## src/rtl/branch_predictor_dyn.sv

```systemverilog
`default_nettype none
// ============================================================================
// Module   : branch_predictor_dyn
// Brief    : Bimodal/gshare saturating-counter branch predictor with a
//            static sign-of-offset fallback for entries not yet trained.
// Revision : 1.0 - initial release
// ============================================================================
module branch_predictor_dyn #(
    parameter int ENTRIES   = 64,
    parameter int CTR_BITS  = 2,
    parameter int MODE      = 0,
    parameter int HIST_BITS = 4,
    localparam int IDX_W    = $clog2(ENTRIES)
) (
    input  logic             clk,
    input  logic             rst,
    input  logic [31:0]      id_pc,
    input  logic [31:0]      id_imm,
    output logic             br_pred,
    output logic [IDX_W-1:0] pred_idx,
    input  logic             ex_upd_en,
    input  logic [IDX_W-1:0] ex_upd_idx,
    input  logic             ex_taken,
    input  logic             ex_mispred,
    output logic [31:0]      br_cnt,
    output logic [31:0]      mispred_cnt
);

    localparam logic [CTR_BITS-1:0] c_weak_t  = CTR_BITS'(1) << (CTR_BITS - 1);
    localparam logic [CTR_BITS-1:0] c_weak_nt = c_weak_t - CTR_BITS'(1);
    localparam logic [CTR_BITS-1:0] c_ctr_max = '1;
    localparam logic [CTR_BITS-1:0] c_ctr_min = '0;

    logic [CTR_BITS-1:0] r_ctr [ENTRIES];
    logic [ENTRIES-1:0]  r_vld;
    logic [31:0]         r_br_cnt;
    logic [31:0]         r_mispred_cnt;

    logic [IDX_W-1:0]    w_pc_idx;
    logic [IDX_W-1:0]    w_hist;
    logic [IDX_W-1:0]    w_idx;
    logic [CTR_BITS-1:0] w_lookup_ctr;
    logic [CTR_BITS-1:0] w_old_ctr;
    logic [CTR_BITS-1:0] w_new_ctr;
    logic                w_unused;

    assign w_pc_idx = id_pc[IDX_W+1:2];

    // History only exists in gshare mode; it trains non-speculatively from EX.
    generate
        if (MODE == 1) begin : g_gshare
            logic [HIST_BITS-1:0] r_ghr;

            always_ff @(posedge clk) begin
                if (rst) begin
                    r_ghr <= '0;
                end else if (ex_upd_en) begin
                    r_ghr <= HIST_BITS'({r_ghr, ex_taken});
                end
            end

            assign w_hist = rst ? '0 : IDX_W'(r_ghr);
        end else begin : g_bimodal
            assign w_hist = '0;
        end
    endgenerate

    assign w_idx        = w_pc_idx ^ w_hist;
    assign w_lookup_ctr = r_ctr[w_idx];
    assign pred_idx     = w_idx;
    assign br_pred      = (!rst && r_vld[w_idx]) ? w_lookup_ctr[CTR_BITS-1] : id_imm[31];

    // First sighting seeds the entry at the weak state of the outcome.
    always_comb begin
        w_old_ctr = r_ctr[ex_upd_idx];
        w_new_ctr = w_old_ctr;
        if (!r_vld[ex_upd_idx]) begin
            w_new_ctr = ex_taken ? c_weak_t : c_weak_nt;
        end else if (ex_taken) begin
            if (w_old_ctr != c_ctr_max) w_new_ctr = w_old_ctr + CTR_BITS'(1);
        end else begin
            if (w_old_ctr != c_ctr_min) w_new_ctr = w_old_ctr - CTR_BITS'(1);
        end
    end

    always_ff @(posedge clk) begin
        if (rst) begin
            for (int i = 0; i < ENTRIES; i++) begin
                r_ctr[i] <= c_weak_nt;
            end
            r_vld         <= '0;
            r_br_cnt      <= '0;
            r_mispred_cnt <= '0;
        end else if (ex_upd_en) begin
            r_ctr[ex_upd_idx] <= w_new_ctr;
            r_vld[ex_upd_idx] <= 1'b1;
            if (r_br_cnt != 32'hFFFF_FFFF) r_br_cnt <= r_br_cnt + 32'd1;
            if (ex_mispred && (r_mispred_cnt != 32'hFFFF_FFFF)) begin
                r_mispred_cnt <= r_mispred_cnt + 32'd1;
            end
        end
    end

    assign br_cnt      = r_br_cnt;
    assign mispred_cnt = r_mispred_cnt;

    assign w_unused = ^{id_pc[31:IDX_W+2], id_pc[1:0], id_imm[30:0]};

endmodule
`default_nettype wire

```

## config.mk

```make
export PLATFORM = sky130hd
export DESIGN_NAME = branch_predictor_dyn
export DESIGN_NICKNAME = d
export VERILOG_FILES = /design/src/rtl/branch_predictor_dyn.sv
export SDC_FILE = /design/constraint.sdc
export NUM_CORES = 1
export LEC_CHECK = 0
export CAP_MARGIN = 40
export CORE_MARGIN = 10
export CORE_UTILIZATION = 35
export CTS_BUF_LIST = sky130_fd_sc_hd__clkbuf_4 sky130_fd_sc_hd__clkbuf_8 sky130_fd_sc_hd__clkbuf_16
export CTS_CLUSTER_DIAMETER = 150
export CTS_CLUSTER_SIZE = 24
export DETAILED_ROUTE_END_ITERATION = 7
export RECOVER_POWER = 50
export SYNTH_ARGS = -nofsm -noshare
export SYNTH_HDL_FRONTEND = slang
export SYNTH_SLANG_ARGS = --single-unit
export TNS_END_PERCENT = 50
```

## constraint.sdc

```tcl
create_clock -name clk -period 3.7 [get_ports clk]
set_input_delay 0.74 -clock clk [delete_from_list [all_inputs] [get_ports clk]]
set_output_delay 0.74 -clock clk [all_outputs]
set_load 0.02 [all_outputs]
```

==> results.yml, run 1 <==
worst_setup_path:
  crit_top_cell: "mux4_2"
  cp_data_arrival_time_ns: 2.96
  critPathBufInv: 3
  reg2reg_setup_slack_ns: 0.74
  path_depth: 7
  end_kind: "output port"
  crit_chain: "buf_12 > buf_12 > mux4_2 > mux4_2 > mux4_2 > mux2_4 > buf_6"
  crit_start: "id_pc[2]"
  crit_family: "multiplexers"
  critPathMaxFanout: 8
  path_class: "input port to output port"
  r2r_start: "r_ctr[31][1]"
  crit_path_end: "br_pred"
  worstPathRequired_ns: 2.96
  cp_slowest_stage_delay_ns: 0.55
  slowest_stage: "mux4_2"
  r2r_cells: 8
  rr_endpoint: "r_ctr[26][0]"
  crit_path_start_kind: "input port"
synthesis:
  syn-num-nets: 1328
  syn-instance-count: 1251
  synth_area_um2: 13300
  synth.avg_cell_area_um2: 10.6
  ys_top_cells_by_count: "dfxtp_1, edfxtp_1, nand2_1, a21oi_1, o21ai_0"
  yosysWarnings: 0
  synthTopCellsByArea: "edfxtp_1, dfxtp_1, mux4_2, a21oi_1, nand2b_1"
  yosysTopAreaCellShare: 0.289
  synthDistinctLibCells: 69
  ys_ff_latch: 256
  synthArstFlopShare: 0
  synth-main-ff-cell: "edfxtp_1"
  synth_edf_count: 128
  seq_area_frac_synth: 0.481
  yosys.area.top_type: "edfxtp_1"
drt:
  drc: 0
  vias_per_cell: 5.49
  drt_wl_total_um: 38800
  drt-pass1-iter-count: 5
  wire_per_inst_um: 20.9
  num_vias: 10200
  first_iter_violations: 892
  detail-route-antenna-nets: 0
timing:
  setup_tns_ns: 0
  min_period_ns: 3.70
  setup_viol: 0
  rsz0062_at_grt: "yes"
  fin_crit_sh: 1.00
  max_slew_margin: 0.145
  worstMarginPinSlew_ns: 1.28
  final_hold_viol_count: 0
  finalClockSkew_ns: 0.0419
  maxSlewViolCount: 0
  max_freq_ghz: 0.270
finish:
  nNetsFinal: 1417
  antenna_cells: 0
  fillers: 3584
  post_route_cells_drive_above_1_share: 0.163
  fin_area_um2: 15600
  synthToLayoutAreaGrowth_pct: 17.1
  regArea_um2: 6410
  multi_input_area_um2: 6110
floorplanning:
  die_h_um: 215
  rows: 71
  io_pins: 146
  die_area_um2: 46300
  fp.dieW_um: 215
  core_area_um2: 37600
  initial_core_util: 0.354
place:
  io_buffers: 88
  place_area_um2: 15100
  dp_hpwl_um: 27300
  gp_congestion: 0.921
job:
  maxCapViolations: 0
global_routing:
  antenna_found_initial: 0
  grt_usage: 0.163
  grt_pass1_wl_um: 60500
  grt_max_degree: 192
  grt_pass1_vias: 10200
  grt_overflow_total: 0
cts:
  h-tree-depth: 1
  ctsHoldBuffers: 0
  cts_root_buf: "clkbuf_16"
  clk_pin_slew_ns: 0.10
  cts_tree: "built"
  cts_sinks: 256
  clock_latency_ns: 0.53
  cts_buffers: 14
  cts_buffer_depth: 3
hold_path:
  hp-class: "flop to flop"
  worstHoldPathCells: 2
pwr:
  power_density_nw_per_um2: 356
  peakVddDrop_v: 0.000227
  power_switching_mw: 1.42
  seqPwrFrac: 0.549
  p_leak_nw: 5.14
  p_int_mw: 4.13
  p_clk_frac: 0.323
  pwr-share-comb: 0.128
  switching_share: 0.257
outcome:
  outcome: "completed"
## state kept, by name, summed over array words and instances, names as in the netlist
name	cells
r_vld	64
br_cnt	32
mispred_cnt	32
r_ctr	128
## cells in the final DEF (no fill, tap or decap), types with 17 or more instances in the layout
cell type and instances:
nor2_1 70, dfxtp_1 128, dlygate4sd3_1 21, edfxtp_1 128, a21oi_1 85, nand4_1 20, o21ai_0 81, mux2i_1 20
xnor2_1 17, mux4_2 72, xor2_1 32, nand2_1 105, nand3_1 75, buf_4 55, nand3_2 20, nand2b_1 68
inv_1 74, buf_12 18, clkdlybuf4s50_1 60
## worst register-to-register path, cell delays in order, from the launching register on
cell,delay [ns]
edfxtp_1,0.43
mux4_2,0.55
a22oi_2,0.26
o2111ai_1,0.16
a211oi_2,0.35
a311oi_2,0.19
o211ai_4,0.28
buf_12,0.26
nand3_1,0.17
## per-layer routing
metal	part of all wire	track usage	routed length, um	up-vias
li1	-	-	-	4705
met1	0.44	0.217	16900	5059
met4	0.019	0.0371	722	0
met5	0	0	0	-
met3	0.077	0.0404	3010	47
met2	0.47	0.262	18200	387
## layout make-up
class / instances / share of cell area
Tap cell: 511 / 0.0410
Sequential cell: 256 / 0.411
Clock buffer: 23 / 0.0279
Multi-Input combinational cell: 817 / 0.391
Clock inverter: 1 / 0.000561
Inverter: 75 / 0.0180
Timing Repair Buffer: 176 / 0.111
## power by group through the flow
stage | logic [mW] | registers (mW) | clock network (mW)
3_5_place_dp | 0.696 | 3.11 | 0
3_3_place_gp | 0.689 | 3.11 | 0
2_1_floorplan | 0.446 | 3.10 | 0
4_1_cts | 0.713 | 3.05 | 1.83
5_1_grt | 0.754 | 3.05 | 1.93
6_report | 0.711 | 3.05 | 1.79
## worst min path at each step
stage	slack, ns	end	startpoint
detailed placement	0.48	r_vld[57]	r_vld[57]
global route	0.52	r_vld[63]	r_vld[63]
floorplan	0.45	r_vld[22]	r_vld[22]
finish	0.49	r_vld[29]	r_vld[29]
CTS	0.50	r_vld[57]	r_vld[57]
global placement	0.48	r_vld[29]	r_vld[29]
## timing repair
action,4_1_cts,5_1_grt
endpoints found under the setup margin,1,1
gates resized for setup,13,0
gates cloned,2,0
pin swaps,0,1
setup buffers,3,0
## per-stage QoR
step                      hold slack [ns]  worst slack [ns]  cells   util  total power [mW]
after floorplan                     0.450           0.00675   1251      -              3.54
after global placement              0.476            -0.504   1830  0.403              3.80
after detailed placement            0.477            -0.557   1830  0.403              3.81
after CTS                           0.496            0.0132   1859  0.417              5.59
after global routing                0.516           -0.0354   1859  0.415              5.73
final                               0.495          0.000881   1859  0.415              5.55
## cells by family (layout without fill, tap and decap cells)
| family | count (synthesis) | after routing | synth area share |
|---|---|---|---|
| compound gates | 220 | 220 | 0.0989 |
| xor+xnor | 49 | 49 | 0.0322 |
| fa+ha+maj | 2 | 2 | 0.00188 |
| buf+inv | 178 | 275 | 0.0627 |
| flops | 256 | 256 | 0.481 |
| mux | 99 | 99 | 0.143 |
| simple gates | 447 | 447 | 0.181 |
Power figures use the tool's default switching activity.
==> inputs of run 2 (changes only) <==
--- a/config.mk
+++ b/config.mk
@@ -5,13 +5,15 @@
 export SDC_FILE = /design/constraint.sdc
 export NUM_CORES = 1
 export LEC_CHECK = 0
-export CAP_MARGIN = 40
+export CELL_PAD_IN_SITES_DETAIL_PLACEMENT = 0
+export CELL_PAD_IN_SITES_GLOBAL_PLACEMENT = 1
 export CORE_MARGIN = 10
 export CORE_UTILIZATION = 35
 export CTS_BUF_LIST = sky130_fd_sc_hd__clkbuf_4 sky130_fd_sc_hd__clkbuf_8 sky130_fd_sc_hd__clkbuf_16
 export CTS_CLUSTER_DIAMETER = 150
 export CTS_CLUSTER_SIZE = 24
 export DETAILED_ROUTE_END_ITERATION = 7
+export PLACE_DENSITY_LB_ADDON = 0.1
 export RECOVER_POWER = 50
 export SYNTH_ARGS = -nofsm -noshare
 export SYNTH_HDL_FRONTEND = slang
==> results.yml, run 2 (synthesis gave the netlist of run 1 again) <==
cts:
  clk_pin_slew_ns: 0.10
  h-tree-depth: 1
  cts_sinks: 256
  cts_buffer_depth: 3
  clock_latency_ns: 0.52
  cts_root_buf: "clkbuf_16"
  cts_tree: "built"
  cts_buffers: 14
finish:
  antenna_cells: 0
  nNetsFinal: 1431
  largest_reg_flops: 128
  multi_input_area_um2: 6110
  post_route_cells_drive_above_1_share: 0.170
  layout_common_cells: "dfxtp_1, edfxtp_1, nand2_1"
  synthToLayoutAreaGrowth_pct: 18.1
  top_register: "r_ctr"
  largestRegisters: "r_ctr: 128 flops, r_vld: 64 flops"
  regArea_um2: 6410
  fillers: 3684
drt:
  wire_per_inst_um: 22.2
  drt_wl_total_um: 41500
  num_vias: 10100
  detail-route-antenna-nets: 0
  drt-pass1-iter-count: 5
  vias_per_cell: 5.38
  first_iter_violations: 700
  drc: 0
hold_path:
  worstHoldPathCells: 2
  hp-class: "flop to flop"
global_routing:
  grt_usage: 0.176
  grt_pass1_vias: 10100
  grt_pass1_wl_um: 63700
  grt_max_degree: 164
  antenna_found_initial: 1
  grt_overflow_total: 0
pwr:
  power_density_nw_per_um2: 354
  p_leak_nw: 5.29
  peakVddDrop_v: 0.000246
  power.total_mw: 5.57
timing:
  setup_tns_ns: 0
  final.setup.worst_slack_ns: 0.0233
  finalClockSkew_ns: 0.0223
  max_slew_margin: 0.117
  final_hold_viol_count: 0
  rsz0062_at_grt: "yes"
  setup_viol: 0
  fin_crit_sh: 0.994
  maxSlewViolCount: 0
  worstMarginPinSlew_ns: 1.31
  max_freq_ghz: 0.272
  min_period_ns: 3.68
outcome:
  outcome: "completed"
worst_setup_path:
  crit_chain: "buf_16 > buf_12 > mux4_2 > mux4_2 > nor2b_4 > a211oi_2 > a211oi_2 > mux2_4 > buf_6"
  path_class: "input port to output port"
  slowest_stage: "mux4_2"
  critPathMaxFanout: 7
  cp_slowest_stage_delay_ns: 0.51
  reg2reg_setup_slack_ns: 0.85
  critPathBufInv: 3
  end_kind: "output port"
  crit_family: "multiplexers"
  worstPathRequired_ns: 2.96
  cp_data_arrival_time_ns: 2.94
  crit_path_start_kind: "input port"
  r2r_cells: 9
  path_depth: 9
floorplanning:
  die_area_um2: 46300
  io_pins: 146
  fp.dieW_um: 215
  initial_core_util: 0.354
  core_area_um2: 37600
  die_h_um: 215
  rows: 71
place:
  post-place-ws_ns: -0.614
  gp_congestion: 0.870
  io_buffers: 88
  dp_hpwl_um: 29400
job:
  maxCapViolations: 0
==> run 2: stage by stage <==
stage / std cells / cell area (um2) / hold slack, ns / util
after global placement: 1846 / 15300 / 0.474 / 0.406
after floorplan: 1251 / 13300 / 0.450 / -
after detailed placement: 1846 / 15300 / 0.476 / 0.406
after CTS: 1873 / 15800 / 0.493 / 0.420
after global routing: 1873 / 15700 / 0.506 / 0.419
final: 1873 / 15700 / 0.488 / 0.419
==> run 2: cell type report <==
cell class / count / area share
flip-flops and latches: 256 / 0.407
multi-input cells: 817 / 0.388
repair buffers: 190 / 0.117
well taps: 511 / 0.0407
clock buffers: 23 / 0.0277
inverters: 75 / 0.0179
clock inverters: 1 / 0.000557
==> run 2: tightest hold or removal path: cells and delay by family, from the launching register on <==
kind                   cells  cell delay (ns)
buffers and inverters      1             0.04
AO/OA/AOI/OAI              1             0.07
flip-flops                 1             0.33
==> run 2: report_power, final <==
group          internal [mW]  total, mW  leakage, nW  switching (mW)
Clock                  0.827       1.80        0.226           0.975
Combinational          0.288      0.720         2.88           0.432
Sequential              3.01       3.05         2.18          0.0373
Total                   4.13       5.57         5.29            1.44
==> run 2: worst paths after layout <==
kind,from,endpoint
hold reg to reg,r_vld[43],r_vld[43]
setup reg to reg,r_ctr[31][1],r_ctr[7][0]
hold / removal,r_vld[43],r_vld[43]
setup / recovery,id_pc[2],br_pred
==> run 2: timing repair <==
action | CTS | global route
cloned | 2 | 0
hold buffers | 0 | 0
buffers inserted | 1 | 0
resized for setup | 11 | 8
setup endpoints to repair | 1 | 1
pin swaps | 1 | 2
==> run 2: routing by layer <==
| metal | share of wire | GRT usage | vias to the layer above |
|---|---|---|---|
| met5 | 0.00031 | 0 | - |
| met4 | 0.025 | 0.0460 | 2 |
| met3 | 0.052 | 0.0312 | 58 |
| met2 | 0.49 | 0.298 | 256 |
| met1 | 0.43 | 0.228 | 5017 |
| li1 | - | - | 4744 |
==> inputs of run 3 (changes only) <==
--- a/config.mk
+++ b/config.mk
@@ -13,6 +13,7 @@
 export CTS_CLUSTER_DIAMETER = 150
 export CTS_CLUSTER_SIZE = 24
 export DETAILED_ROUTE_END_ITERATION = 7
+export MAX_ROUTING_LAYER = met4
 export PLACE_DENSITY_LB_ADDON = 0.1
 export RECOVER_POWER = 50
 export SYNTH_ARGS = -nofsm -noshare
==> results.yml, run 3 (synthesis gave the netlist of run 1 again) <==
floorplanning:
  initial_core_util: 0.354
  fp.dieW_um: 215
  die_h_um: 215
  io_pins: 146
  rows: 71
  die_area_um2: 46300
  core_area_um2: 37600
pwr:
  switching_share: 0.259
  p_leak_nw: 5.29
  power_switching_mw: 1.44
  p_int_mw: 4.13
  power_density_nw_per_um2: 354
  p_clk_frac: 0.323
  seqPwrFrac: 0.547
  pwr-share-comb: 0.129
  peakVddDrop_v: 0.000245
timing:
  fin_crit_sh: 0.997
  worstMarginPinSlew_ns: 1.38
  maxSlewViolCount: 0
  final_hold_viol_count: 0
  setup_viol: 0
  finalClockSkew_ns: 0.0235
  max_freq_ghz: 0.271
  rsz0062_at_grt: "yes"
  max_slew_margin: 0.0761
  min_period_ns: 3.69
  holdWs_ns: 0.488
finish:
  layout_common_cells: "dfxtp_1, edfxtp_1, nand2_1"
  synthToLayoutAreaGrowth_pct: 18.1
  nNetsFinal: 1431
  post_route_cells_drive_above_1_share: 0.170
  largest_reg_flops: 128
  stdcell_count: 1874
  largestRegisters: "r_ctr: 128 flops, r_vld: 64 flops"
  fillers: 3683
  top_register: "r_ctr"
global_routing:
  busiest_layer: "met2"
  grt_pass1_vias: 10100
  grt_max_degree: 164
  grt_pass1_wl_um: 63600
  antenna_found_initial: 1
  use_met1: 0.232
  grt_usage: 0.181
  grt_overflow_total: 0
  gr-usage-met3: 0.0242
  gr-usage-met2: 0.298
cts:
  clock_latency_ns: 0.52
  cts_buffer_depth: 3
  clk_pin_slew_ns: 0.10
  cts_tree: "built"
  cts_buffers: 14
  ctsHoldBuffers: 0
  cts_sinks: 256
  cts_root_buf: "clkbuf_16"
  h-tree-depth: 1
drt:
  drt-pass1-iter-count: 5
  detail-route-antenna-nets: 0
  wire_per_inst_um: 22.1
  drc: 0
  drt_wl_total_um: 41500
  num_vias: 10100
  vias_per_cell: 5.39
  first_iter_violations: 661
worst_setup_path:
  cp_data_arrival_time_ns: 2.95
  slowest_stage: "mux4_2"
  critPathMaxFanout: 7
  cp_slowest_stage_delay_ns: 0.52
  crit_path_start_kind: "input port"
  crit_chain: "buf_16 > buf_12 > mux4_2 > mux4_2 > nor2b_4 > a211oi_2 > a211oi_2 > mux2_4 > buf_6"
  path_class: "input port to output port"
  end_kind: "output port"
  worstPathRequired_ns: 2.96
place:
  placed_cells: 1846
  io_buffers: 88
  dp_hpwl_um: 29400
  gp_congestion: 0.880
hold_path:
  hp-class: "flop to flop"
outcome:
  outcome: "completed"
job:
  maxCapViolations: 0
-- run 3: worst max-delay path, delay by kind of cell --
kind                   cells  cell delay, ns
multiplexers               3            1.37
buffers and inverters      3            0.39
AO/OA/AOI/OAI              2            0.29
AND/OR/NAND/NOR            1            0.15
-- run 3: power groups by stage --
| stage | Sequential (mW) | Combinational [mW] | Clock [mW] |
|---|---|---|---|
| 6_report | 3.05 | 0.720 | 1.80 |
| 3_5_place_dp | 3.12 | 0.719 | 0 |
| 5_1_grt | 3.05 | 0.773 | 1.94 |
| 2_1_floorplan | 3.10 | 0.446 | 0 |
| 3_3_place_gp | 3.12 | 0.719 | 0 |
| 4_1_cts | 3.05 | 0.731 | 1.87 |
-- run 3: path summary, 6_finish.rpt --
check	from	slack (ns)	end	cells past startpoint
max	id_pc[2]	0.01	br_pred	9
min	r_vld[43]	0.49	r_vld[43]	2
max reg2reg	r_ctr[30][1]	0.83	r_ctr[7][0]	9
min reg2reg	r_vld[43]	0.49	r_vld[43]	2
-- run 3: layout make-up --
type | count | area (um2) | area share
Tap cell | 511 | 639 | 0.0406
Inverter | 75 | 282 | 0.0179
Clock buffer | 23 | 435 | 0.0277
Clock inverter | 1 | 8.76 | 0.000557
Multi-Input combinational cell | 817 | 6110 | 0.388
Sequential cell | 256 | 6410 | 0.407
Antenna cell | 1 | 2.50 | 0.000159
Timing Repair Buffer | 190 | 1850 | 0.118
-- run 3: what timing repair did --
item | 4_1_cts | 5_1_grt
pin swaps | 1 | 2
setup buffers | 1 | 0
gates resized for setup | 11 | 8
endpoints found under the setup margin | 1 | 1
gates cloned | 2 | 0
-- run 3: per-layer routing --
layer,vias to the layer above,routed length [um]
met5,-,0
met4,0,984
met3,54,1800
met1,5053,18300
met2,246,20400
li1,4741,-
-- run 3: through the flow --
step	setup WS, ns	instance area (um2)	util	setup TNS, ns	power (mW)
6_report	0.0114	15700	0.419	0	5.57
2_1_floorplan	0.00675	13300	-	0	3.54
3_3_place_gp	-0.599	15300	0.406	-0.599	3.84
4_1_cts	0.0143	15800	0.420	0	5.66
3_5_place_dp	-0.614	15300	0.406	-0.614	3.83
5_1_grt	-0.00805	15700	0.419	-0.00805	5.77
